--- src/rtl/alu_seq_pkg.sv ---
// -----------------------------------------------------------------------------
// alu_pkg : shared types for the alu_seq block.
//   alu_op_e : 4-bit opcode. 0..3 keep the legacy 2-bit ALU encodings.
//              Codes 11..15 are illegal.
//   state_e  : handshake FSM states.
//   ALU_OP_W : opcode width.
// -----------------------------------------------------------------------------
package alu_pkg;

    localparam int ALU_OP_W = 4;

    typedef enum logic [ALU_OP_W-1:0] {
        OP_ADD  = 4'd0,
        OP_SUB  = 4'd1,
        OP_AND  = 4'd2,
        OP_OR   = 4'd3,
        OP_XOR  = 4'd4,
        OP_SLT  = 4'd5,
        OP_SLTU = 4'd6,
        OP_SLL  = 4'd7,
        OP_SRL  = 4'd8,
        OP_SRA  = 4'd9,
        OP_MUL  = 4'd10
    } alu_op_e;

    typedef enum logic [1:0] {
        IDLE = 2'd0,
        BUSY = 2'd1,
        DONE = 2'd2
    } state_e;

endpackage

--- src/rtl/alu_seq_if.sv ---
// -----------------------------------------------------------------------------
// alu_seq_if : issue-side and writeback-side handshake bundle of alu_seq.
//   in_valid/in_ready, A, B, op          : operand request from issue
//   out_valid/out_ready, result, flags   : response toward writeback
//   master modport : the issue/writeback side driving requests
//   slave  modport : the ALU itself
// -----------------------------------------------------------------------------
interface alu_seq_if #(
    parameter int WIDTH = 32
);
    logic                          in_valid;
    logic                          in_ready;
    logic [WIDTH-1:0]              A;
    logic [WIDTH-1:0]              B;
    logic [alu_pkg::ALU_OP_W-1:0]  op;
    logic                          out_valid;
    logic                          out_ready;
    logic [WIDTH-1:0]              result;
    logic                          zero;
    logic                          neg;
    logic                          carry;
    logic                          ovf;
    logic                          err;

    modport master (
        output in_valid, A, B, op, out_ready,
        input  in_ready, out_valid, result, zero, neg, carry, ovf, err
    );

    modport slave (
        input  in_valid, A, B, op, out_ready,
        output in_ready, out_valid, result, zero, neg, carry, ovf, err
    );
endinterface

--- src/rtl/alu_seq_mul_iter.sv ---
// -----------------------------------------------------------------------------
// alu_mul_iter : unsigned shift-add multiplier, one multiplier bit per clock,
// LSB first. Returns the low WIDTH bits of the product.
//   clk, rst_n : clock, asynchronous active-low reset
//   i_start    : load operands and begin (counter = WIDTH)
//   i_a, i_b   : multiplicand, multiplier
//   o_done     : one-cycle pulse once all WIDTH bits have been consumed
//   o_product  : accumulated product, valid while o_done is high
// Latency is fixed at WIDTH step cycles regardless of operand values.
// -----------------------------------------------------------------------------
module alu_mul_iter #(
    parameter int WIDTH = 32
) (
    input  logic             clk,
    input  logic             rst_n,
    input  logic             i_start,
    input  logic [WIDTH-1:0] i_a,
    input  logic [WIDTH-1:0] i_b,
    output logic             o_done,
    output logic [WIDTH-1:0] o_product
);
    localparam int CNT_W = $clog2(WIDTH) + 1;

    logic [WIDTH-1:0] r_acc;
    logic [WIDTH-1:0] r_mcand;
    logic [WIDTH-1:0] r_mplier;
    logic [CNT_W-1:0] r_cnt;
    logic             r_active;

    always_ff @(posedge clk or negedge rst_n) begin
        if (!rst_n) begin
            r_acc    <= '0;
            r_mcand  <= '0;
            r_mplier <= '0;
            r_cnt    <= '0;
            r_active <= 1'b0;
        end else if (i_start) begin
            r_acc    <= '0;
            r_mcand  <= i_a;
            r_mplier <= i_b;
            r_cnt    <= CNT_W'(WIDTH);
            r_active <= 1'b1;
        end else if (r_active) begin
            if (r_cnt != '0) begin
                if (r_mplier[0]) begin
                    r_acc <= r_acc + r_mcand;
                end
                r_mcand  <= r_mcand << 1;
                r_mplier <= r_mplier >> 1;
                r_cnt    <= r_cnt - 1'b1;
            end else begin
                // Counter already drained: the done pulse was seen this cycle.
                r_active <= 1'b0;
            end
        end
    end

    assign o_done    = r_active && (r_cnt == '0);
    assign o_product = r_acc;

endmodule

--- src/rtl/alu_seq.sv ---
// -----------------------------------------------------------------------------
// alu_seq : handshaked ALU with registered result and NZCV-style flags.
//   clk, rst_n : clock, asynchronous active-low reset
//   bus        : alu_seq_if.slave
//                in_valid/in_ready/A/B/op      request side
//                out_valid/out_ready/result/zero/neg/carry/ovf/err  response
// Single-cycle ops have latency 1 and can stream one per cycle when the
// consumer is ready. in_ready is the only combinational output.
// Build option ALU_SEQ_MUL_EN: adds the iterative multiplier (opcode 10,
// latency WIDTH+1). Without it opcode 10 is reported as illegal.
// -----------------------------------------------------------------------------
module alu_seq
    import alu_pkg::*;
#(
    parameter int WIDTH = 32
) (
    input  logic      clk,
    input  logic      rst_n,
    alu_seq_if.slave  bus
);
    localparam int SHAMT_W = $clog2(WIDTH);
    localparam int MSB     = WIDTH - 1;

    state_e            r_state;
    state_e            w_state_next;
    logic              r_out_valid;
    logic [WIDTH-1:0]  r_result;
    logic              r_zero;
    logic              r_neg;
    logic              r_carry;
    logic              r_ovf;
    logic              r_err;

    alu_op_e           w_op;
    logic [SHAMT_W-1:0] w_shamt;
    logic [WIDTH:0]    w_add;
    logic [WIDTH:0]    w_sub;
    logic [WIDTH-1:0]  w_res;
    logic              w_zero;
    logic              w_neg;
    logic              w_carry;
    logic              w_ovf;
    logic              w_err;
    logic              w_in_ready;
    logic              w_accept;
    logic              w_is_mul;

    assign w_op    = alu_op_e'(bus.op);
    assign w_shamt = bus.B[SHAMT_W-1:0];

`ifdef ALU_SEQ_MUL_EN
    logic              w_mul_done;
    logic [WIDTH-1:0]  w_product;

    assign w_is_mul = (bus.op == OP_MUL);

    alu_mul_iter #(
        .WIDTH (WIDTH)
    ) u_mul (
        .clk       (clk),
        .rst_n     (rst_n),
        .i_start   (w_accept && w_is_mul),
        .i_a       (bus.A),
        .i_b       (bus.B),
        .o_done    (w_mul_done),
        .o_product (w_product)
    );
`else
    assign w_is_mul = 1'b0;
`endif

    // Single-cycle datapath. SUB is A + ~B + 1 so carry=1 means no borrow.
    always_comb begin
        w_res   = '0;
        w_carry = 1'b0;
        w_ovf   = 1'b0;
        w_err   = 1'b0;
        w_add   = {1'b0, bus.A} + {1'b0, bus.B};
        w_sub   = {1'b0, bus.A} + {1'b0, ~bus.B} + {{WIDTH{1'b0}}, 1'b1};
        case (w_op)
            OP_ADD: begin
                w_res   = w_add[WIDTH-1:0];
                w_carry = w_add[WIDTH];
                w_ovf   = (bus.A[MSB] == bus.B[MSB]) && (w_res[MSB] != bus.A[MSB]);
            end
            OP_SUB: begin
                w_res   = w_sub[WIDTH-1:0];
                w_carry = w_sub[WIDTH];
                w_ovf   = (bus.A[MSB] != bus.B[MSB]) && (w_res[MSB] != bus.A[MSB]);
            end
            OP_AND:  w_res = bus.A & bus.B;
            OP_OR:   w_res = bus.A | bus.B;
            OP_XOR:  w_res = bus.A ^ bus.B;
            OP_SLT:  w_res = {{(WIDTH-1){1'b0}}, ($signed(bus.A) < $signed(bus.B))};
            OP_SLTU: w_res = {{(WIDTH-1){1'b0}}, (bus.A < bus.B)};
            OP_SLL:  w_res = bus.A << w_shamt;
            OP_SRL:  w_res = bus.A >> w_shamt;
            OP_SRA:  w_res = $unsigned($signed(bus.A) >>> w_shamt);
            // Illegal codes, and MUL when the multiplier is not built.
            default: w_err = 1'b1;
        endcase
        w_zero = (w_res == '0);
        w_neg  = w_res[MSB];
    end

    // Next-state and in_ready.
    always_comb begin
        w_state_next = r_state;
        w_in_ready   = 1'b0;
        case (r_state)
            IDLE: begin
                w_in_ready = 1'b1;
                if (bus.in_valid) begin
                    w_state_next = w_is_mul ? BUSY : DONE;
                end
            end
`ifdef ALU_SEQ_MUL_EN
            BUSY: begin
                if (w_mul_done) begin
                    w_state_next = DONE;
                end
            end
`endif
            DONE: begin
                w_in_ready = bus.out_ready;
                if (bus.out_ready) begin
                    if (bus.in_valid) begin
                        w_state_next = w_is_mul ? BUSY : DONE;
                    end else begin
                        w_state_next = IDLE;
                    end
                end
            end
            default: w_state_next = IDLE;
        endcase
    end

    assign w_accept = bus.in_valid && w_in_ready;

    always_ff @(posedge clk or negedge rst_n) begin
        if (!rst_n) begin
            r_state     <= IDLE;
            r_out_valid <= 1'b0;
            r_result    <= '0;
            r_zero      <= 1'b0;
            r_neg       <= 1'b0;
            r_carry     <= 1'b0;
            r_ovf       <= 1'b0;
            r_err       <= 1'b0;
        end else begin
            r_state <= w_state_next;
            if (w_accept && !w_is_mul) begin
                r_out_valid <= 1'b1;
                r_result    <= w_res;
                r_zero      <= w_zero;
                r_neg       <= w_neg;
                r_carry     <= w_carry;
                r_ovf       <= w_ovf;
                r_err       <= w_err;
            end else if (w_accept && w_is_mul) begin
                // Previous result consumed this cycle; nothing valid until MUL ends.
                r_out_valid <= 1'b0;
`ifdef ALU_SEQ_MUL_EN
            end else if ((r_state == BUSY) && w_mul_done) begin
                r_out_valid <= 1'b1;
                r_result    <= w_product;
                r_zero      <= (w_product == '0);
                r_neg       <= w_product[MSB];
                r_carry     <= 1'b0;
                r_ovf       <= 1'b0;
                r_err       <= 1'b0;
`endif
            end else if ((r_state == DONE) && bus.out_ready) begin
                r_out_valid <= 1'b0;
            end
        end
    end

    assign bus.in_ready  = w_in_ready;
    assign bus.out_valid = r_out_valid;
    assign bus.result    = r_result;
    assign bus.zero      = r_zero;
    assign bus.neg       = r_neg;
    assign bus.carry     = r_carry;
    assign bus.ovf       = r_ovf;
    assign bus.err       = r_err;

endmodule
--- src/flat_wrapper.sv ---
// flat-port wrapper written by rule: the top's interface ports become plain ports
module alu_seq_flat import alu_pkg::*;
#(
    parameter int WIDTH = 32
)
  (clk, rst_n, bus_in_valid, bus_A, bus_B, bus_op, bus_out_ready, bus_in_ready, bus_out_valid, bus_result, bus_zero, bus_neg, bus_carry, bus_ovf, bus_err);
  alu_seq_if #(.WIDTH(WIDTH)) bus_i ();
  input  logic clk;
  input  logic rst_n;
  input wire logic [$bits(bus_i.in_valid)-1:0] bus_in_valid;
  input wire logic [$bits(bus_i.A)-1:0] bus_A;
  input wire logic [$bits(bus_i.B)-1:0] bus_B;
  input wire logic [$bits(bus_i.op)-1:0] bus_op;
  input wire logic [$bits(bus_i.out_ready)-1:0] bus_out_ready;
  output wire logic [$bits(bus_i.in_ready)-1:0] bus_in_ready;
  output wire logic [$bits(bus_i.out_valid)-1:0] bus_out_valid;
  output wire logic [$bits(bus_i.result)-1:0] bus_result;
  output wire logic [$bits(bus_i.zero)-1:0] bus_zero;
  output wire logic [$bits(bus_i.neg)-1:0] bus_neg;
  output wire logic [$bits(bus_i.carry)-1:0] bus_carry;
  output wire logic [$bits(bus_i.ovf)-1:0] bus_ovf;
  output wire logic [$bits(bus_i.err)-1:0] bus_err;
  assign bus_i.in_valid = bus_in_valid;
  assign bus_i.A = bus_A;
  assign bus_i.B = bus_B;
  assign bus_i.op = bus_op;
  assign bus_i.out_ready = bus_out_ready;
  assign bus_in_ready = bus_i.in_ready;
  assign bus_out_valid = bus_i.out_valid;
  assign bus_result = bus_i.result;
  assign bus_zero = bus_i.zero;
  assign bus_neg = bus_i.neg;
  assign bus_carry = bus_i.carry;
  assign bus_ovf = bus_i.ovf;
  assign bus_err = bus_i.err;
  alu_seq #(.WIDTH(WIDTH)) u_core (.clk(clk), .rst_n(rst_n), .bus(bus_i));
endmodule
--- config.mk ---
export PLATFORM = sky130hd
export DESIGN_NAME = alu_seq_flat
export DESIGN_NICKNAME = d
export VERILOG_FILES = /design/src/rtl/alu_seq_pkg.sv /design/src/rtl/alu_seq_if.sv /design/src/rtl/alu_seq_mul_iter.sv /design/src/rtl/alu_seq.sv /design/src/flat_wrapper.sv
export SDC_FILE = /design/constraint.sdc
export NUM_CORES = 1
export LEC_CHECK = 0
export ABC_CLOCK_PERIOD_IN_PS = 5590
export CAP_MARGIN = 10
export CORE_ASPECT_RATIO = 1.4
export CORE_UTILIZATION = 45
export CTS_CLUSTER_DIAMETER = 100
export DETAILED_ROUTE_END_ITERATION = 10
export PLACE_DENSITY = 0.65
export SLEW_MARGIN = 20
export SYNTH_ARGS = -nofsm -noshare
export SYNTH_HDL_FRONTEND = slang
export SYNTH_SLANG_ARGS = --single-unit
--- constraint.sdc ---
create_clock -name clk -period 5.59 [get_ports clk]
set_input_delay 0.559 -clock clk [delete_from_list [all_inputs] [get_ports clk]]
set_output_delay 0.559 -clock clk [all_outputs]
set_load 0.03 [all_outputs]
# [Yosys cells after proc, flatten, opt, wreduce, memory -nomap -nowiden]
# Cells that the tools add are included.
[classes] n_eq_ne=16 n_addsub=3 shifts=3 order_cmp=2 n_mux=11 n_bitwise=4 n_reduce_logical=10
[ops] operator="$pmux W32 S10" n=1
[ops] operator="$add A32 B32 Y33" n=2
[ops] operator="$lt A32 B32 Y1" n=2
[ops] operator="$add A33 B1 Y33 const B" n=1
[ops] operator="$and A32 B32 Y32" n=1
[ops] operator="$logic_not A32 Y1" n=1
[ops] operator="$not A32 Y32" n=1
[ops] operator="$or A32 B32 Y32" n=1
[ops] operator="$shl A32 B5 Y32" n=1
[ops] operator="$shr A32 B5 Y32" n=1
[ops] operator="$sshr A32 B5 Y32" n=1
[ops] operator="$xor A32 B32 Y32" n=1
[ops] operator="$eq A4 B3 Y1 const B" n=4
[ops] operator="$reduce_or A10 Y1" n=1
[ops] operator="$eq A4 B2 Y1 const B" n=2
[ops] operator="$eq A4 B4 Y1 const B" n=2
[ops] operator="$mux W2" n=3
[ops] operator="$pmux W1 S2" n=3
[ops] operator="$eq A4 B1 Y1 const B" n=1
[ops] operator="$logic_and A1 B1 Y1" n=4
[ops] operator="$logic_not A4 Y1" n=1
[ops] operator="$ne A2 B2 Y1 const B" n=2
[ops] operator="$pmux W2 S2" n=1
[ops] operator="$mux W1" n=3
[ops] operator="other kinds (6)" n=8
[totals] input_bits=72 output_inout_bits=39 reg_bits=40 elab_cells=57

# [Logic depth before layout (Yosys ltp)]
# Gate-level depths: netlist of the first run.
[logic_depth] ltp_word=6 ltp_mapped=17 ltp_nobuf=15

# [Worst setup path before layout of the first run]
# No wires, ideal clock.
[synth_timing] kind="input to register" startpoint="input port bus_B[2]" endpoint="register u_core.r_zero (netlist: u_core.bus.zero)" setup_slack_ns=0.888 t_arrival_ns=4.599 t_required_ns=5.487 setup_time_ns=0.103 path_stages=17 n_path_buf=4 path_cell_list="inv_1 buf_2 buf_2 clkbuf_1 ha_1 clkbuf_1 nand2b_1 a211o_1 a211oi_1 a21oi_1 o31a_1 o41ai_2 nor3_1 or3_1 nor4_2 nand4b_1 o41ai_2"
[synth_between] elab_chain_cells=5 elab_cells_between_ends=14 cone_classes="add/sub (3); order compare (2); shift (3); mux (1); bitwise (4); reduce/logical (1)"
[synth_lines] element="start: declaration" line="flat_wrapper.sv:12" text="input wire logic [$bits(bus_i.B)-1:0] bus_B;"
[synth_lines] element="$not A32 Y32" line="alu_seq.sv:79" text="w_sub = {1'b0, bus.A} + {1'b0, ~bus.B} + {{WIDTH{1'b0}}, 1'b1};"
[synth_lines] element="$add A32 B32 Y33" line="alu_seq.sv:79"
[synth_lines] element="$add A33 B1 Y33" line="alu_seq.sv:79"
[synth_lines] element="$pmux W32 S10 (*)" line="alu_seq.sv:80" text="case (w_op)"
[synth_lines] element="$logic_not A32 Y1 (*)" line="alu_seq.sv:102" text="w_zero = (w_res == '0);"
[synth_lines] element="end signal: assignment" line="alu_seq.sv:155" text="r_zero <= w_zero;"
[synth_lines] element="end: declaration" line="alu_seq.sv:28" text="logic r_zero;"
# Every way passes the cells marked *; elsewhere a longest branch is shown, timed or not.
# A chain may end at the register's enable or synchronous reset.

# [Worst setup path after layout of the first run]
[layout_timing] startpoint="input port bus_A[1]" endpoint="register u_core.r_zero (netlist: u_core.bus.zero)"
[layout_between] elab_chain_cells=4 elab_cells_between_ends=13 cone_classes="add/sub (3); order compare (2); shift (3); mux (1); bitwise (3); reduce/logical (1)"
[layout_lines] element="start: declaration" line="flat_wrapper.sv:11" text="input wire logic [$bits(bus_i.A)-1:0] bus_A;"
[layout_lines] element="$add A32 B32 Y33" line="alu_seq.sv:79"
[layout_lines] element="$add A33 B1 Y33" line="alu_seq.sv:79"
[layout_lines] element="$pmux W32 S10 (*)" line="alu_seq.sv:80"
[layout_lines] element="$logic_not A32 Y1 (*)" line="alu_seq.sv:102"
# Marked as above.

==> results.ini, run 1 <==
[die]
coreArea_um2 = 24000
rows = 67
die-area_um2 = 25200
die_width_um = 134
ioPinCount = 111
start_util = 0.460
die_h_um = 187

[synth]
netlist_area_um2 = 11000
synth-edff-count = 0
yosysWarnings = 0
yosysSeqAreaShare = 0.0861
yosysTopAreaCell = ha_1
synthTopCellsByArea = ha_1 (11%), dfrtp_1 (8.6%), mux4_2 (8.2%)
syn_inst = 1499
synth_seq_cells = 38
synth_ff_type = dfrtp_1
syn_nets = 1671
async_flop_share = 1.00
synth_top_area_share = 0.111
synth_cell_types = 97
avgSynthCellArea_um2 = 7.36

[timing]
rsz0062_at_grt = no
finClkSkew_ns = 0.00194
finalCritPeriodShare = 0.905
fmax_mhz = 198
slew_headroom = 0.263
holdWs_ns = 0.369
setup_violations = 0
drv_slew = 0
finalHoldViolCount = 0
worstMarginPinSlew_ns = 1.10
tns_ns = 0
finalCriticalPeriod_ns = 5.06

[grt]
antenna_found_initial = 0
grt_pass1_wl_mm = 79.0
grt_max_degree = 72
gr-usage-all-layers = 0.420
first_global_vias = 12500
globalRouteOverflowTotal = 0

[cts]
h-tree-depth = 2
numClockSinks = 38
numCtsBuffers = 5
hold_buffers = 0
post-cts-setup-buffers = 0
ctsResizeCount = 0
insertion_delay_ns = 0.28
cts_root_buffer = clkbuf_16
clk_path_buf_depth = 2
cts_tree = yes
clk_pin_slew_worst_paths_ns = 0.06

[critical_path]
critical_path_class = primary input to register
critical_path.max_fanout = 10
rr_startpoint = u_core.r_state[1]$_DFFE_PN0P_
r2r_slack_ns = 2.66
crit_arrival_ns = 5.22
reg2reg_depth = 11
reg2reg_to = u_core.bus.zero$_DFFE_PN0P_
endpoint_kind = register
startpoint_type = primary input
required_ns = 5.75

[routing]
firstDrtPassIters = 6
drtIter0Drc = 1690
drc = 0
wl_per_cell_um = 28.5
vias_per_cell = 7.11
finalWirelength_mm = 53.4
route.vias.total = 13300
ant_nets = 0

[cells_and_area]
multiInputGateArea_um2 = 9210
syn_to_final_growth_pct = 15.5
layout_common_cells = nor2_1 (142), nand2_1 (135), clkdlybuf4s50_1 (105), inv_1 (98), ha_1 (98)
final_common_cell = nor2_1
num-fill-cells = 2442
nets = 1737
drive_above_1_share = 0.111
antenna_cells = 0
seq_area_um2 = 951

[power]
p_leak_nw = 5.33
cellPowerDensity_nw_per_um2 = 163
ir_worst_vdd_mv = 0.214
finalPower_mw = 2.08

[run_status]
run_status = finished, final reports clean

[flow_run]
cap_viol_max_count = 0

[worst_hold_path]
hold_class = primary input to asynchronous set/reset pin

[place]
gp_congestion = 1.06
io_buffers = 110
hpwl_mm = 43.0

## metal layers
metal  global-route usage  share of wire
met2                0.695           0.47
met3               0.0420          0.075
met4                0.249          0.070
met5                    0              0
met1                0.523           0.39
## final cells by class
| cell class | count | share of cell area |
|---|---|---|
| Sequential cell | 38 | 0.0746 |
| Clock buffer | 6 | 0.0109 |
| Inverter | 103 | 0.0303 |
| Tap cell | 310 | 0.0304 |
| Clock inverter | 2 | 0.00471 |
| Timing Repair Buffer | 179 | 0.127 |
| Multi-Input combinational cell | 1238 | 0.722 |
## state kept, by name, indices dropped and copies added, names as in the netlist
name,cells
u_core.r_state,1
u_core.bus.out_valid,1
u_core.bus.zero,1
u_core.bus.result,31
u_core.bus.neg,1
u_core.bus.carry,1
u_core.bus.ovf,1
u_core.bus.err,1
## critical path, cell delays in order
cell	delay [ns]
clkdlybuf4s50_1	0.70
inv_1	0.10
ha_1	0.35
nor2_1	0.08
o311a_1	0.35
o31ai_1	0.56
nor3b_1	0.58
a2111oi_0	0.22
buf_4	0.18
o311ai_0	0.47
a22oi_1	0.18
o41ai_1	0.40
nor4_1	0.10
a31oi_1	0.26
o41ai_2	0.12
## per-stage QoR
stage	worst slack (ns)	instances	instance area [um^2]	utilization
floorplan	0.888	1499	11000	-
global placement	0.463	1868	12600	0.524
global route	0.289	1876	12800	0.532
finish	0.530	1876	12800	0.532
CTS	0.721	1876	12800	0.532
detailed placement	0.416	1868	12600	0.524
## worst max path at each step
stage,start,end,slack (ns),cells after the start
after floorplan,bus_B[2],u_core.bus.zero$_DFFE_PN0P_,0.89,17
after CTS,bus_A[1],u_core.bus.zero$_DFFE_PN0P_,0.72,15
after global placement,bus_A[1],u_core.bus.zero$_DFFE_PN0P_,0.46,15
after detailed placement,bus_A[1],u_core.bus.zero$_DFFE_PN0P_,0.42,15
final,bus_A[1],u_core.bus.zero$_DFFE_PN0P_,0.53,15
after global routing,bus_A[1],u_core.bus.zero$_DFFE_PN0P_,0.29,15
## power by group
part	internal, mW	switching [mW]	leakage, nW
Sequential	0.317	0.0221	0.482
Combinational	0.508	0.857	4.75
Clock	0.268	0.107	0.0971
## Yosys cell counts (14+ instances only)
cell type and n:
nor2_1 142, nand2_1 135, ha_1 98, inv_1 98
a21oi_1 93, clkbuf_1 87, o21ai_0 78, mux2i_1 58
mux4_2 40, dfrtp_1 38, nor3_1 30, a31oi_1 28
a211oi_1 26, o211ai_1 25, nand3_1 24, nor2b_1 23
a221oi_1 22, nand2b_1 20, o221ai_1 20, a22o_1 19
o22ai_1 19, a22oi_1 18, buf_2 18, nand4_1 18
a21o_1 16, and2_1 14, nor4_1 14
## cells by family (layout without fill, tap and decap cells)
kind of cell / Yosys count / count (layout) / share of synthesized area
AOI/OAI and AO/OA: 522 / 522 / 0.339
and+or+nand+nor: 486 / 486 / 0.214
buffers and inverters: 223 / 290 / 0.0820
muxes: 115 / 115 / 0.153
adders and majority gates: 100 / 100 / 0.115
DFF: 38 / 38 / 0.0861
xor gates and xnor gates: 15 / 15 / 0.0119
Note: power is estimated with default switching activity, not from simulation.
==> inputs of run 2 (changes only) <==
- PLACE_DENSITY: 0.65 -> 0.62
==> run 2 against run 1 <==
  * First-iteration DRC count rose by 3.5%
  * Core utilization did not move
  * Critical endpoint unchanged
  * Sequential power barely moved
  * Register-to-register slack barely moved
  * Sequential share of layout area did not move
  * Highest routed layer is now met5
  * Clock-buffer cell count did not move
  * Critical path depth fell by 1
  * Clock skew rose by 0.0015 ns
  * Largest cell class unchanged
  * Global-route usage rose by 0.25 points
  * Setup slack improved by 0.086 ns
  * Worst hold slack got worse by 0.012 ns
  * Wire length rose by 0.27%
  * Largest power group unchanged
==> results.ini, run 2 (synthesis results as in run 1) <==
[cts]
numCtsBuffers = 5
hold_buffers = 0
ctsResizeCount = 0
insertion_delay_ns = 0.29
h-tree-depth = 2
post-cts-setup-buffers = 0
cts_tree = yes
clk_pin_slew_worst_paths_ns = 0.06
numClockSinks = 38
clk_path_buf_depth = 2
cts_root_buffer = clkbuf_16

[timing]
fmax_mhz = 201
finalHoldViolCount = 0
rsz0062_at_grt = no
tns_ns = 0
slew_headroom = 0.272
worstMarginPinSlew_ns = 1.08
setup_violations = 0
drv_slew = 0
finClkSkew_ns = 0.00340
fin_ws_ns = 0.616
finalCriticalPeriod_ns = 4.97
finalCritPeriodShare = 0.890

[grt]
gr-usage-all-layers = 0.422
first_global_vias = 12700
grt_max_degree = 71
grt_pass1_wl_mm = 79.6
antenna_found_initial = 1
globalRouteOverflowTotal = 0

[die]
die_h_um = 187
ioPinCount = 111
coreArea_um2 = 24000
start_util = 0.460
rows = 67
die_width_um = 134
die-area_um2 = 25200

[place]
dp_slack_ns = 0.557
gp_congestion = 1.08
hpwl_mm = 43.2
io_buffers = 110

[critical_path]
required_ns = 5.76
slowest_delay_ns = 0.62
endpoint_kind = register
crit_chain = clkdlybuf4s50_1 -> inv_1 -> ha_1 -> nand2b_1 -> o311a_1 -> o31ai_1 -> nor3b_1 -> a2111oi_0 -> o311ai_0 -> a22oi_1 -> o41ai_1 -> nor4_1 -> a31oi_1 -> o41ai_2
crit_arrival_ns = 5.14
critical_path_class = primary input to register
critical_path.max_fanout = 9
slowest_stage = clkdlybuf4s50_1
startpoint_type = primary input

[cells_and_area]
drive_above_1_share = 0.111
antenna_cells = 0
num-fill-cells = 2451
utilization = 0.532
layout_common_cells = nor2_1 (142), nand2_1 (135), clkdlybuf4s50_1 (105), inv_1 (98), ha_1 (98)
largest_register_ffs = 31
syn_to_final_growth_pct = 15.5
final_common_cell = nor2_1
nets = 1737

[routing]
wl_per_cell_um = 28.6
route.vias.total = 13300
vias_per_cell = 7.08
firstDrtPassIters = 6
drc = 0
ant_nets = 0
drtIter0Drc = 1749
finalWirelength_mm = 53.6

[power]
cellPowerDensity_nw_per_um2 = 164
ir_worst_vdd_mv = 0.232
p_leak_nw = 5.33

[flow_run]
cap_viol_max_count = 0

[worst_hold_path]
hold_class = primary input to asynchronous set/reset pin

[run_status]
run_status = finished, final reports clean

## run 2: worst paths after layout
kind | cells after the start | start | endpoint | slack [ns]
worst max-delay path | 14 | bus_A[2] | u_core.bus.zero$_DFFE_PN0P_ | 0.62
worst min-delay path | 1 | rst_n | u_core.bus.result[4]$_DFFE_PN0P_ | 0.36
worst max register to register | 11 | u_core.r_state[1]$_DFFE_PN0P_ | u_core.bus.zero$_DFFE_PN0P_ | 2.66
worst min register to register | 2 | u_core.bus.result[14]$_DFFE_PN0P_ | u_core.bus.result[14]$_DFFE_PN0P_ | 0.48
max in group asynchronous | 1 | rst_n | u_core.bus.result[24]$_DFFE_PN0P_ | 4.71
min in group clk | 2 | u_core.bus.result[14]$_DFFE_PN0P_ | u_core.bus.result[14]$_DFFE_PN0P_ | 0.48
## run 2: area by class of cell
class	count	area [um^2]	share of cell area
Clock buffer	6	139	0.0109
Clock inverter	2	60.1	0.00471
Inverter	103	387	0.0303
Multi-Input combinational cell	1238	9210	0.722
Sequential cell	38	951	0.0746
Tap cell	310	388	0.0304
Timing Repair Buffer	179	1620	0.127
## run 2: through the flow
stage	instance area (um^2)	hold slack, ns	instances	total power [mW]
finish	12800	0.357	1876	2.09
global route	12800	0.438	1876	2.19
CTS	12800	0.386	1876	2.06
detailed placement	12600	0.469	1868	1.67
global placement	12600	0.461	1868	1.67
floorplan	11000	0.263	1499	1.16
## run 2: critical path: cells and delay by family
kind	cells	cell delay (ns)
AO/OA/AOI/OAI	8	2.64
AND/OR/NAND/NOR	3	0.81
buffers and inverters	2	0.70
adder cells (fa/ha/maj)	1	0.43
## run 2: power by group
part,leakage (nW),switching [mW],internal (mW)
Clock,0.0971,0.109,0.268
Sequential,0.482,0.0233,0.317
Combinational,4.75,0.863,0.510
Total,5.33,0.995,1.09
## run 2: routing by layer
layer / vias to the layer above / GRT usage / routed length (um)
met5: - / 0 / 13
met4: 2 / 0.283 / 4080
met3: 216 / 0.0539 / 4390
met2: 846 / 0.684 / 24700
met1: 6374 / 0.519 / 20400
li1: 5840 / - / -
==> inputs of run 3 (changes only) <==
- GPL_ROUTABILITY_DRIVEN: not set -> 1
==> results of run 3 <==
Final layout, timing and power as in run 2 (identical DEF).
